**config.mk**
```make
export PLATFORM = sky130hd
export DESIGN_NAME = sccb_writer
export DESIGN_NICKNAME = d
export VERILOG_FILES = /design/src/rtl/sccb_writer.sv
export SDC_FILE = /design/constraint.sdc
export NUM_CORES = 1
export LEC_CHECK = 0
export CAP_MARGIN = 20
export CORE_MARGIN = 3
export CORE_UTILIZATION = 40
export DETAILED_ROUTE_END_ITERATION = 8
export PLACE_DENSITY_LB_ADDON = 0.3
export SKIP_CTS_REPAIR_TIMING = 1
export SYNTH_ARGS = -nofsm -noshare
export SYNTH_HDL_FRONTEND = slang
export SYNTH_SLANG_ARGS = --single-unit
```
**constraint.sdc**
```tcl
create_clock -name clk -period 4.55 [get_ports clk]
set_clock_uncertainty 0.1 [all_clocks]
set_input_delay 1.365 -clock clk [delete_from_list [all_inputs] [get_ports clk]]
set_output_delay 1.365 -clock clk [all_outputs]
set_load 0.03 [all_outputs]
```
**src/rtl/sccb_writer.sv**
```systemverilog
// sccb_writer: accepts {register address, register data} words over a valid/ready
// handshake. Each word goes out as a 3-phase SCCB write (device ID, address, data)
// on SIOC/SIOD, and every transaction is followed by an idle settle gap.
module sccb_writer #(
  parameter int unsigned CLK_DIV    = 250,    // clk cycles per SCCB quarter-bit (>= 2)
  parameter logic [7:0]  DEV_ID     = 8'h42,  // SCCB write ID byte
  parameter int unsigned GAP_CYCLES = 1000    // idle cycles after STOP (>= 1)
) (
  input  logic        clk,
  input  logic        rst_n,
  input  logic [15:0] din,
  input  logic        s_valid,
  output logic        s_ready,
  output logic        sioc,
  output logic        siod_o,
  output logic        siod_oe,
  output logic        busy,
  output logic [7:0]  tx_count
);

  localparam int unsigned DIV_W = (CLK_DIV > 1) ? $clog2(CLK_DIV) : 1;
  localparam int unsigned GAP_W = (GAP_CYCLES > 1) ? $clog2(GAP_CYCLES) : 1;
  localparam logic [DIV_W-1:0] DIV_LAST = DIV_W'(CLK_DIV - 1);
  localparam logic [GAP_W-1:0] GAP_LAST = GAP_W'(GAP_CYCLES - 1);
  localparam logic [4:0]       LAST_BIT = 5'd26;  // 3 bytes x 9 slots
  localparam logic [3:0]       ACK_SLOT = 4'd8;   // 9th slot of each byte

  typedef enum logic [2:0] {S_IDLE, S_START, S_BITS, S_STOP, S_GAP} state_e;

  state_e           state_q;
  logic [DIV_W-1:0] div_q;
  logic [1:0]       quarter_q;
  logic [1:0]       quarter_d;
  logic [4:0]       bit_q;
  logic [3:0]       slot_q;
  logic [23:0]      shift_q;
  logic [GAP_W-1:0] gap_q;
  logic             s_ready_q;
  logic             busy_q;
  logic             sioc_q;
  logic             siod_q;
  logic             siod_oe_q;
  logic [7:0]       tx_count_q;
  logic             running;
  logic             tick;

  // The quarter divider only runs while a transaction is on the wire.
  assign running   = (state_q == S_START) || (state_q == S_BITS) || (state_q == S_STOP);
  assign tick      = (div_q == DIV_LAST);
  assign quarter_d = quarter_q + 2'd1;

  assign s_ready  = s_ready_q;
  assign busy     = busy_q;
  assign sioc     = sioc_q;
  assign siod_o   = siod_q;
  assign siod_oe  = siod_oe_q;
  assign tx_count = tx_count_q;

  // Transaction FSM: every output is registered and updated as each quarter is entered.
  always_ff @(posedge clk or negedge rst_n) begin
    // NOTE: every register, the shift word included, is reset so an aborted word
    // leaves nothing behind and the pads return to idle the moment rst_n falls.
    if (!rst_n) begin
      state_q    <= S_IDLE;
      div_q      <= '0;
      quarter_q  <= '0;
      bit_q      <= '0;
      slot_q     <= '0;
      shift_q    <= '0;
      gap_q      <= '0;
      s_ready_q  <= 1'b1;
      busy_q     <= 1'b0;
      sioc_q     <= 1'b1;
      siod_q     <= 1'b1;
      siod_oe_q  <= 1'b1;
      tx_count_q <= '0;
    end else begin
      // NOTE: non-blocking assignments throughout, so every branch below reads the
      // pre-edge register values regardless of statement order.
      if (running) begin
        div_q <= tick ? '0 : div_q + 1'b1;
      end

      case (state_q)
        S_IDLE: begin
          if (s_valid && s_ready_q) begin
            state_q   <= S_START;
            shift_q   <= {DEV_ID, din};
            div_q     <= '0;
            quarter_q <= '0;
            s_ready_q <= 1'b0;
            busy_q    <= 1'b1;
          end
        end

        S_START: begin
          if (tick) begin
            quarter_q <= quarter_d;
            case (quarter_q)
              2'd0:    siod_q <= 1'b0;   // start condition, SIOC still high
              2'd2:    sioc_q <= 1'b0;
              2'd3: begin
                state_q <= S_BITS;
                bit_q   <= '0;
                slot_q  <= '0;
              end
              default: ;
            endcase
          end
        end

        S_BITS: begin
          if (tick) begin
            quarter_q <= quarter_d;
            case (quarter_q)
              2'd0: begin
                // Present the next bit while SIOC is low; the 9th slot releases SIOD.
                if (slot_q == ACK_SLOT) begin
                  siod_oe_q <= 1'b0;
                end else begin
                  siod_oe_q <= 1'b1;
                  siod_q    <= shift_q[23];
                  shift_q   <= {shift_q[22:0], 1'b0};
                end
              end
              2'd1:    sioc_q <= 1'b1;
              2'd3: begin
                sioc_q <= 1'b0;
                if (bit_q == LAST_BIT) begin
                  state_q   <= S_STOP;
                  siod_oe_q <= 1'b1;
                  siod_q    <= 1'b0;
                end else begin
                  bit_q  <= bit_q + 5'd1;
                  slot_q <= (slot_q == ACK_SLOT) ? 4'd0 : slot_q + 4'd1;
                end
              end
              default: ;
            endcase
          end
        end

        S_STOP: begin
          if (tick) begin
            quarter_q <= quarter_d;
            case (quarter_q)
              2'd0:    sioc_q <= 1'b1;
              2'd1:    siod_q <= 1'b1;   // stop condition, SIOC high
              2'd3: begin
                state_q    <= S_GAP;
                gap_q      <= '0;
                tx_count_q <= tx_count_q + 8'd1;
              end
              default: ;
            endcase
          end
        end

        S_GAP: begin
          if (gap_q == GAP_LAST) begin
            state_q   <= S_IDLE;
            s_ready_q <= 1'b1;
            busy_q    <= 1'b0;
          end else begin
            gap_q <= gap_q + 1'b1;
          end
        end

        default: state_q <= S_IDLE;
      endcase
    end
  end

endmodule

```
# ---- After elaboration in Yosys (flattened, before gate mapping)
# Index checks and enable logic that the tools add are counted.
dict set report classes {
  eq_ne 34
  n_reduce_logical 23
  add_sub_neg 6
  mux 64
}
# operator n
set ops {}
lappend ops {{24-bit 2-to-1 mux} 4}
lappend ops {{24-bit one-hot mux with 2 select lines} 1}
lappend ops {{8-bit 2-to-1 mux} 4}
lappend ops {{10-bit 2-to-1 mux} 3}
lappend ops {{3-bit 2-to-1 mux} 9}
lappend ops {{5-bit 2-to-1 mux} 5}
lappend ops {{4-bit 2-to-1 mux} 6}
lappend ops {{2-bit by 1-bit inequality test with 1-bit output, second input constant} 10}
lappend ops {{10-bit one-hot mux with 2 select lines} 1}
lappend ops {{1-bit 2-to-1 mux} 18}
lappend ops {{2-bit inequality test, second input constant} 9}
lappend ops {{9-bit AND reduction} 2}
lappend ops {{8-bit by 1-bit adder with 8-bit output, second input constant} 2}
lappend ops {{3-bit one-hot mux with 5 select lines} 1}
lappend ops {{2-bit nonzero test} 6}
lappend ops {{10-bit by 1-bit adder with 10-bit output, second input constant} 1}
lappend ops {{10-bit equality test, second input constant} 1}
lappend ops {{1-bit one-hot mux with 2 select lines} 5}
lappend ops {{5-bit one-hot mux with 2 select lines} 1}
lappend ops {{3-bit AND reduction} 3}
lappend ops {{8-bit equality test, second input constant} 1}
lappend ops {{4-bit one-hot mux with 2 select lines} 1}
lappend ops {{4-bit AND reduction} 2}
lappend ops {{7-bit AND reduction} 1}
lappend ops {{23 further kinds} 30}
dict set report totals {
  elab_cells 140
  reg_bits 69
  out_inout_bits 13
  input_bits 19
}

# ---- Depth between registers and ports, before layout
dict set report depth {
  depth_word 6
  mapped_depth 7
  mapped_depth_nobuf 6
}

# ---- Least setup slack after synthesis
# OpenSTA, ideal clock, no wires.
dict set report synth_timing {
  path_kind {input -> register}
  from {input s_valid}
  to {register shift_q[10]}
  setup_time_ns 0.125
  cell_stages 4
  arrival_ns 2.292
  n_path_buf 1
  path_slack_ns 2.033
  required_ns 4.325
  cell_sequence {nand4_1 > a21oi_4 > buf_6 > mux2_4}
}
dict set report synth_between {
  elab_chain_len 3
}
# element line_no
set synth_lines {}
lappend synth_lines {{start: declaration} 12} ;# input logic s_valid,
lappend synth_lines {{1-bit logical AND} 86} ;# if (s_valid && s_ready_q) begin
lappend synth_lines {{2-bit inequality test (no line)} --}
lappend synth_lines {{5-bit AND reduction (no line)} --}
lappend synth_lines {{end signal: assignment} 88} ;# shift_q <= {DEV_ID, din};
lappend synth_lines {{end signal: assignment} 123} ;# shift_q <= {shift_q[22:0], 1'b0};
lappend synth_lines {{end: declaration} 36} ;# logic [23:0] shift_q;
# Every way passes these cells.
# A chain may end at the register's enable or synchronous reset.

# ---- Worst setup path after layout
dict set report layout_timing {
  from {register state_q[1]}
  to {register shift_q[21]}
}
dict set report layout_between {
  elab_chain_len 3
  word_cells_on_any_way 9
  cone_classes {eq/ne: 5; mux: 1; reduce/logical: 3}
}
# element line_no
set layout_lines {}
lappend layout_lines {{start: declaration} 30} ;# state_e state_q;
lappend layout_lines {{start signal: assignment} 64} ;# state_q <= S_IDLE;
lappend layout_lines {{start signal: assignment} 87} ;# state_q <= S_START;
lappend layout_lines {{start signal: assignment} 103} ;# state_q <= S_BITS;
lappend layout_lines {{3-bit by 2-bit equality test with 1-bit output / 3-bit logical NOT (equally long branches)} 84} ;# case (state_q)
lappend layout_lines {{2-bit by 1-bit inequality test with 1-bit output (no line), or another cell as far along} --}
lappend layout_lines {{5-bit AND reduction (no line)} --}
# Parallel ways exist; a longest one is shown, timed or not.

==> impl_metrics.json <==
{
  "crit_path_start_kind": "register",
  "grt_pass1_vias": 2713,
  "powerDensity_mw_per_mm2": 258,
  "drv_cap": 0,
  "num_io_pins": 32,
  "cts_tree": "built",
  "crit_buf_inv": 1,
  "initial_core_util": 0.414,
  "finalSetupTns_ns": 0,
  "coreArea_mm2": 0.00881,
  "num_rows": 34,
  "clk_pin_slew_ns": 0.07,
  "end_kind": "register",
  "intPower_mw": 0.841,
  "finalWirelength_um": 7190,
  "timing.fmax_ghz": 0.315,
  "grt_overflow": 0,
  "vias_per_cell": 5.26,
  "drt_first_pass_iters": 4,
  "irDropWorstVdd_uv": 147,
  "h-tree-depth": 3,
  "dieArea_mm2": 0.0103,
  "p_leak_nw": 1.81,
  "synth.most_common_cell": "nand2_1",
  "dpl.hpwl_um": 4920,
  "layout_setup_ws_ns": 1.37,
  "portBuffers": 31,
  "power.switching_mw": 0.247,
  "slowest_stage": "or3b_1",
  "arrival_ns": 3.34,
  "cp_max_fo": 27,
  "synth_seq_area_share": 0.475,
  "num_antenna_cells": 0,
  "post-place-cells": 501,
  "finalCritPeriodShare": 0.698,
  "finalNonFillerCells": 517,
  "place_congestion": 0.772,
  "synth-edff-count": 0,
  "dpl_cell_area_mm2": 0.00405,
  "slew_headroom": 0.403,
  "drv_slew": 0,
  "ys_warn_count": 0,
  "worstMarginPinSlew_ns": 0.894,
  "root_buffer": "clkbuf_8",
  "swShare": 0.227,
  "ant_nets": 0,
  "cp.required_ns": 4.71,
  "path_class": "reg -> reg",
  "cp_cell_sequence": "or3b_1, or3_4, a21oi_4, buf_4, mux2i_1",
  "dr.first_iter.drc_count": 144,
  "die_h_um": 101,
  "drc_errors": 0,
  "synth_area_leaders": "dfrtp_1, nand2_1, xnor2_1",
  "clk_latency_ns": 0.34,
  "comb_power_share": 0.032,
  "synth_top_cell_area_share": 0.446,
  "finalCriticalPeriod_ns": 3.18,
  "async_flop_share": 1.00,
  "syn-cell-area_mm2": 0.00365,
  "synth-seq-cells": 69,
  "cp_slowest_stage_delay_ns": 0.77,
  "hp-class": "reg -> reg",
  "die_x_um": 101,
  "syn-num-nets": 404,
  "rsz0062_at_grt": "false",
  "synthesis.instances": 373,
  "grt_pass1_wl_um": 12700,
  "synth.top_cells.by_count": "nand2_1, dfrtp_1, nor2_1",
  "clockBufferDepth": 2,
  "cpLargestDelayFamily": "simple AND/OR/NAND/NOR gates",
  "fin_nets": 435,
  "fillCellCount": 805,
  "p_seq_frac": 0.563,
  "ys.flop_type": "dfrtp_1",
  "dp_slack_ns": 1.02,
  "antenna_found_initial": 0,
  "wl_per_cell_um": 13.9,
  "grt_max_degree": 31,
  "cts_made_buffers": 9,
  "synthToLayoutAreaGrowth_pct": 15.5,
  "finalSetupViolCount": 0,
  "grt_use_total": 0.156,
  "synth_area_per_cell_um2": 9.78,
  "status": "finished clean",
  "hold_viol_final": 0,
  "route.vias.total": 2717,
  "drive_gt1_frac": 0.115,
  "cts_sinks": 69,
  "yosysTopAreaCell": "dfrtp_1",
  "synthDistinctLibCells": 50,
  "power_frac_clock": 0.404,
  "post-route-cell-area_mm2": 0.00421
}
flip-flops by register name (all words and copies together), names as in the netlist:
signal     flops
bit_q          5
busy           1
div_q          8
gap_q         10
quarter_q      2
s_ready        1
shift_q       24
sioc           1
siod_o         1
siod_oe        1
slot_q         4
state_q        3
tx_count       8
area by class of cell:
type                    instances  area (um2)  share of cell area
repair buffers                 36         343              0.0814
flip-flops and latches         69        1730               0.411
clock inverters                 4        23.8             0.00564
inverters                      16        60.1              0.0143
well taps                     108         135              0.0321
clock buffers                  12         145              0.0344
multi-input cells             272        1780               0.421
placed cells by master, fill, tap and decap left out, drive strengths merged, types with 3 or more instances in the layout:
| cell | netlist | routed |
|---|---|---|
| or3 | 4 | 4 |
| buf | 5 | 6 |
| and3 | 5 | 5 |
| dfrtp | 65 | 65 |
| nor3b | 3 | 3 |
| nand3b | 5 | 5 |
| nand2 | 76 | 76 |
| or2 | 3 | 3 |
| nand4b | 3 | 3 |
| nand3 | 13 | 13 |
| ha | 12 | 12 |
| nor3 | 7 | 7 |
| nor2 | 22 | 22 |
| o21ai | 18 | 18 |
| nand4 | 5 | 5 |
| mux2 | 19 | 19 |
| inv | 16 | 16 |
| mux2i | 8 | 8 |
| and4 | 3 | 3 |
| clkinv | 0 | 4 |
| clkbuf | 11 | 12 |
| dfstp | 4 | 4 |
| o31ai | 6 | 6 |
| a21oi | 10 | 10 |
| nor4 | 8 | 8 |
| clkdlybuf4s50 | 0 | 30 |
| xnor2 | 18 | 18 |
path summary, 6_finish.rpt:
| kind | end | slack (ns) | cells after the start | start |
|---|---|---|---|---|
| worst max register to register | shift_q[21]$_DFFE_PN0P_ | 1.37 | 5 | state_q[1]$_DFFE_PN0P_ |
| worst min register to register | tx_count[7]$_DFFE_PN0P_ | 0.38 | 1 | tx_count[7]$_DFFE_PN0P_ |
| worst max-delay path | shift_q[21]$_DFFE_PN0P_ | 1.37 | 5 | state_q[1]$_DFFE_PN0P_ |
| min in group asynchronous | bit_q[1]$_DFFE_PN0P_ | 0.87 | 1 | rst_n |
| worst min-delay path | tx_count[7]$_DFFE_PN0P_ | 0.38 | 1 | tx_count[7]$_DFFE_PN0P_ |
| max in group asynchronous | s_ready$_DFFE_PN1P_ | 2.68 | 2 | rst_n |
power by group through the flow:
stage	clock network [mW]	logic, mW	registers (mW)
2_1_floorplan	0	0.00559	0.625
3_3_place_gp	0	0.0358	0.625
3_5_place_dp	0	0.0364	0.625
4_1_cts	0.453	0.0366	0.613
5_1_grt	0.485	0.0402	0.613
6_report	0.440	0.0349	0.613
worst register-to-register path: stages, from the launching register on:
cell and delay, ns:
dfrtp_1 0.58, or3b_1 0.77, or3_4 0.51, a21oi_4 0.69
buf_4 0.27, mux2i_1 0.19
per-stage QoR:
stage          hold slack (ns)  total power, mW  utilization
6_report                 0.382             1.09        0.479
4_1_cts                  0.387             1.10        0.479
3_3_place_gp             0.364            0.661        0.459
5_1_grt                  0.406             1.14        0.479
2_1_floorplan            0.358            0.631            -
3_5_place_dp             0.369            0.661        0.459
routing by layer:
metal | routed length, um | track usage | share of wire | vias to the layer above
met5 | 0 | 0 | 0 | -
met4 | 142 | 0.0562 | 0.020 | 0
met3 | 191 | 0.0337 | 0.027 | 12
met2 | 3320 | 0.244 | 0.46 | 46
met1 | 3540 | 0.214 | 0.49 | 1307
li1 | - | - | - | 1352
cells by family (layout without fill, tap and decap cells):
| kind of cell | count (synthesis) | after routing | share of synthesized area |
|---|---|---|---|
| compound gates | 50 | 50 | 0.0899 |
| xor+xnor | 18 | 18 | 0.0432 |
| fa+ha+maj | 12 | 12 | 0.0412 |
| buf+inv | 32 | 68 | 0.0398 |
| flops | 69 | 69 | 0.475 |
| mux | 27 | 27 | 0.0909 |
| simple gates | 165 | 165 | 0.220 |
Note: power is estimated with default switching activity, not from simulation.
